$ cat src/rtl/jtag_ir_dr_path.sv
// IEEE 1149.1 IR/DR scan datapath driven by the TAP controller state code.
// Capture/shift happen on posedge TCK; update and TDO launch happen on negedge TCK.
module jtag_ir_dr_path #(
  parameter int                  IR_WIDTH     = 4,
  parameter int                  UDR_WIDTH    = 8,
  parameter logic [31:0]         IDCODE_VALUE = 32'h1A2B_3C4D,
  parameter logic [IR_WIDTH-1:0] OP_IDCODE    = 4'b0001,
  parameter logic [IR_WIDTH-1:0] OP_USERDR    = 4'b1000,
  parameter logic [IR_WIDTH-1:0] IR_CAPTURE   = 4'b0001
) (
  input  logic                 TCK,
  input  logic                 TRST,
  input  logic                 TDI,
  input  logic [3:0]           tap_state,
  input  logic [UDR_WIDTH-1:0] udr_capture_in,
  output logic                 TDO,
  output logic                 tdo_en,
  output logic [IR_WIDTH-1:0]  ir_out,
  output logic [UDR_WIDTH-1:0] udr_out,
  output logic                 udr_update
);

  typedef enum logic [3:0] {
    S_TLR, S_RTI, S_SELDR, S_CAPDR, S_SHDR, S_EX1DR, S_PAUSEDR, S_EX2DR,
    S_UPDDR, S_SELIR, S_CAPIR, S_SHIR, S_EX1IR, S_PAUSEIR, S_EX2IR, S_UPDIR
  } tap_state_e;

  tap_state_e st;
  assign st = tap_state_e'(tap_state);

  logic [IR_WIDTH-1:0]  ir_sr_q, ir_sr_d;
  logic                 byp_q, byp_d;
  logic [31:0]          id_sr_q, id_sr_d;
  logic [UDR_WIDTH-1:0] udr_sr_q, udr_sr_d;
  logic [IR_WIDTH-1:0]  ir_out_q, ir_out_d;
  logic [UDR_WIDTH-1:0] udr_out_q, udr_out_d;
  logic                 udr_update_q, udr_update_d;
  logic                 tdo_q, tdo_d;
  logic                 tdo_en_q, tdo_en_d;

  // Any opcode other than IDCODE/USERDR (including all-ones) falls back to BYPASS.
  logic sel_id, sel_udr, dr_lsb;
  assign sel_id  = (ir_out_q == OP_IDCODE);
  assign sel_udr = (ir_out_q == OP_USERDR);
  assign dr_lsb  = sel_id ? id_sr_q[0] : (sel_udr ? udr_sr_q[0] : byp_q);

  always_comb begin
    ir_sr_d  = ir_sr_q;
    byp_d    = byp_q;
    id_sr_d  = id_sr_q;
    udr_sr_d = udr_sr_q;
    case (st)
      S_CAPIR: ir_sr_d = IR_CAPTURE;
      S_SHIR:  ir_sr_d = {TDI, ir_sr_q[IR_WIDTH-1:1]};
      S_CAPDR: begin
        if (sel_id)       id_sr_d  = IDCODE_VALUE;
        else if (sel_udr) udr_sr_d = udr_capture_in;
        else              byp_d    = 1'b0;
      end
      S_SHDR: begin
        if (sel_id)       id_sr_d  = {TDI, id_sr_q[31:1]};
        else if (sel_udr) udr_sr_d = {TDI, udr_sr_q[UDR_WIDTH-1:1]};
        else              byp_d    = TDI;
      end
      default: ;
    endcase
  end

  always_ff @(posedge TCK or posedge TRST) begin
    if (TRST) begin
      ir_sr_q  <= '0;
      byp_q    <= 1'b0;
      id_sr_q  <= '0;
      udr_sr_q <= '0;
    end else begin
      ir_sr_q  <= ir_sr_d;
      byp_q    <= byp_d;
      id_sr_q  <= id_sr_d;
      udr_sr_q <= udr_sr_d;
    end
  end

  always_comb begin
    ir_out_d     = ir_out_q;
    udr_out_d    = udr_out_q;
    udr_update_d = 1'b0;
    tdo_d        = 1'b0;
    tdo_en_d     = 1'b0;
    case (st)
      S_TLR:   ir_out_d = OP_IDCODE;
      S_UPDIR: ir_out_d = ir_sr_q;
      S_UPDDR: begin
        if (sel_udr) begin
          udr_out_d    = udr_sr_q;
          udr_update_d = 1'b1;
        end
      end
      S_SHIR: begin
        tdo_en_d = 1'b1;
        tdo_d    = ir_sr_q[0];
      end
      S_SHDR: begin
        tdo_en_d = 1'b1;
        tdo_d    = dr_lsb;
      end
      default: ;
    endcase
  end

  // Negedge launch keeps TDO stable around the controller's posedge sampling.
  always_ff @(negedge TCK or posedge TRST) begin
    if (TRST) begin
      ir_out_q     <= OP_IDCODE;
      udr_out_q    <= '0;
      udr_update_q <= 1'b0;
      tdo_q        <= 1'b0;
      tdo_en_q     <= 1'b0;
    end else begin
      ir_out_q     <= ir_out_d;
      udr_out_q    <= udr_out_d;
      udr_update_q <= udr_update_d;
      tdo_q        <= tdo_d;
      tdo_en_q     <= tdo_en_d;
    end
  end

  assign TDO        = tdo_q;
  assign tdo_en     = tdo_en_q;
  assign ir_out     = ir_out_q;
  assign udr_out    = udr_out_q;
  assign udr_update = udr_update_q;

endmodule

$ cat config.mk
export PLATFORM = sky130hd
export DESIGN_NAME = jtag_ir_dr_path
export DESIGN_NICKNAME = d
export VERILOG_FILES = /design/src/rtl/jtag_ir_dr_path.sv
export SDC_FILE = /design/constraint.sdc
export NUM_CORES = 1
export LEC_CHECK = 0
export CORE_UTILIZATION = 35
export CTS_BUF_LIST = sky130_fd_sc_hd__clkbuf_4 sky130_fd_sc_hd__clkbuf_8
export CTS_CLUSTER_SIZE = 28
export DETAILED_ROUTE_END_ITERATION = 7
export PLACE_DENSITY = 0.61
export SLEW_MARGIN = 20
export SYNTH_ARGS = -nofsm -noshare
export SYNTH_HDL_FRONTEND = slang
export SYNTH_SLANG_ARGS = --single-unit
$ cat constraint.sdc
create_clock -name TCK -period 4.2 [get_ports TCK]
set_clock_uncertainty 0.15 [all_clocks]
set_input_delay 0.84 -clock TCK [delete_from_list [all_inputs] [get_ports TCK]]
set_output_delay 0.84 -clock TCK [all_outputs]
set_load 0.01 [all_outputs]
==> results.txt <==
Routed len/inst = 14.8 microns
Multi-input logic area = 953 sq um
CP arrival = 2060 ps
Post-synthesis sequential area ratio = 60.2%
Diode count = 0
DRT antenna net count = 0
Hold buffer count at CTS = 0
Cell Area, Placed = 3070 sq um
RSZ-0062 raised after global routing = false
Area of the mapped netlist = 2490 sq um
Clock slew at the register clock pins of the worst setup and hold paths = 50 ps
Sink Count = 60
Post-Route WL = 4940 microns
Total global routing overflow = 0
Register area = 1500 sq um
Pwr dens = 440 nW/um^2
Leak = 0.00153 uW
Worst path required time = 2120 ps
DRT iter0 DRCs = 37
Post-synth EDFFs = 0
H-tree depth = 3
Startpoint types = input port
Fillcell total = 663
# DRC = 0
WHS Path Cells = 1
Vias in the first global route = 1793
Die Width = 86.4 microns
Avg Inst Size Synth = 13.7 sq um
Total of max-cap violations = 0
Vias/cell = 4.93
Crit path max fanout = 5
First-pass GRT wire length = 8600 microns
Largest net degree at the start of global routing = 35
Hold Crit Class = reg2reg
Worst Tran Pin Value = 420 ps
Std-Cell Rows = 30
Crit path depth = 3
Peak supply drop = 0.221 mV
Design Area, Final = 3240 sq um
Outcome = finished, final reports clean
P&R area growth vs syn = 29.8%
Hpwl dp = 3140 microns
Pre-Repair DR Iteration Count = 4
Cell count after synthesis = 182
R2R cell count = 5
Worst-case clock buffer depth = 2
CP Cell Sequence = dlygate4sd2_1 > or4b_4 > mux2_4
Final Hold Viols = 0
Post CTS Setup Buffer Count = 0
Crit. End Element = flip-flop
Slew margin rel. = 72.0%
Post-synthesis register bit count = 60
Routability cong. = 0.747
Initial antenna violation count = 0
Share of post-route cells with drive strength above 1 = 32.6%
Initial cell density of the core = 36.5%
Placed Cells = 318
CTS Buf Count = 9
Max stage delay on crit path = 630 ps
Netlist cell types = 37
Kind of critical path = in2reg
Critical path's top delay family = simple AND/OR/NAND/NOR gates
Main synth FF type = dfrtp_1
Syn Nets = 197
I/O Buffers = 29
Root Driver = clkbuf_8
Slowest CP cell = or4b_4
Skew-Pair Late Insertion Delay = 370 ps
Async SR Flop Fraction = 100%
Die Height = 86.4 microns
CTS tree = yes
Ys Warns = 0
Ports = 30
Non-Filler Instances = 335
Setup violations, final = 0
Slew Limit Fails = 0
Placeable Area = 6830 sq um
Tot GR Track Use = 15.5%
Buffers and inverters on the worst path = 1
Nets = 249
Vias after detailed routing = 1653
Die Area = 7470 sq um
## final timing paths
check,end,from,slack (ps)
worst max register to register,udr_sr_q[4],ir_out[0],70
max in group asynchronous,udr_out[7],TRST,830
min in group asynchronous,udr_sr_q[7],TRST,690
worst max-delay path,udr_out[1],tap_state[0],60
worst min register to register,udr_out[5],udr_out[5],300
worst min-delay path,udr_out[5],udr_out[5],300
## layout by cell type, fill, tap and decap left out, types with 4 or more instances in the layout
cell / netlist / final
clkdlybuf4s50_1: 0 / 10
buf_4: 0 / 19
dfrtn_1: 14 / 14
nand2_1: 8 / 8
o22a_1: 15 / 15
clkbuf_8: 0 / 11
a21oi_1: 5 / 5
dfrtp_1: 45 / 45
o22ai_1: 4 / 4
a22o_1: 17 / 17
dlygate4sd2_1: 0 / 16
nor2_1: 4 / 4
inv_1: 5 / 4
mux2_4: 8 / 8
mux2_2: 16 / 16
## layer usage
metal  wire length [microns]  global-route usage (%)  part of all wire [%]  vias to the layer above
li1                        -                       -                     -                      792
met4                     135                    8.94                   2.7                        0
met3                     162                    4.38                   3.3                       10
met2                    2160                    22.6                    44                       34
met5                       0                       0                     0                        -
met1                    2480                    20.8                    50                      817
## state kept, by name (all words and copies together) (netlist names)
name        cells
udr_update      1
udr_sr_q        8
id_sr_q        32
ir_out          4
udr_out         8
tdo_en          1
TDO             1
byp_q           1
ir_sr_q         4
## metrics by stage
stage | setup slack [ps] | util, % | power, uW | hold WS, ps | TNS, ps
after global routing | 13.8 | 47.4 | 1510 | 319 | 0
after detailed placement | -604 | 44.9 | 965 | 309 | -7140
after global placement | -583 | 44.9 | 957 | 308 | -6980
after floorplan | -185 | - | 885 | 310 | -1590
after CTS | -18.5 | 47.5 | 1440 | 307 | -18.5
final | 58.8 | 47.4 | 1420 | 299 | 0
## what timing repair did
item	CTS	global route
gates resized for setup	23	5
setup endpoints to repair	27	7
pin swaps	1	0
cloned	1	0
## synth_stat cells (2+ instances only)
master	instances	area share, %
or4b_1	3	1.2
o21ai_0	3	0.60
o22ai_1	4	1.0
mux2_2	16	7.2
dfrtp_1	45	45
nand3b_1	3	0.90
nand2_1	8	1.2
a21oi_1	5	1.0
clkbuf_1	5	0.75
o22a_1	15	5.3
dfrtn_1	14	14
inv_1	5	0.75
a32o_1	2	0.80
nor2_1	4	0.60
a22o_1	17	6.0
mux2_4	8	4.8
buf_2	5	1.0
## power breakdown
group | internal [uW] | total (uW) | switching, uW
Clock | 252 | 476 | 225
Sequential | 690 | 753 | 63.0
Combinational | 117 | 196 | 78.9
## cell type report
| type | count | area share [%] |
|---|---|---|
| clock buffers | 12 | 4.91 |
| clock inverters | 5 | 0.850 |
| inverters | 4 | 0.579 |
| multi-input cells | 107 | 29.4 |
| flip-flops and latches | 60 | 46.4 |
| well taps | 96 | 3.71 |
| repair buffers | 51 | 14.1 |
## cells by family (layout without fill, tap and decap cells)
family / after synthesis / after routing / share of synthesized area (%)
compound gates: 52 / 52 / 17.0
xor+xnor: 1 / 1 / 0.351
buf+inv: 16 / 72 / 2.96
flops: 60 / 60 / 60.2
mux: 24 / 24 / 12.0
simple gates: 29 / 30 / 7.47
Note: power is estimated with default switching activity, not from simulation.
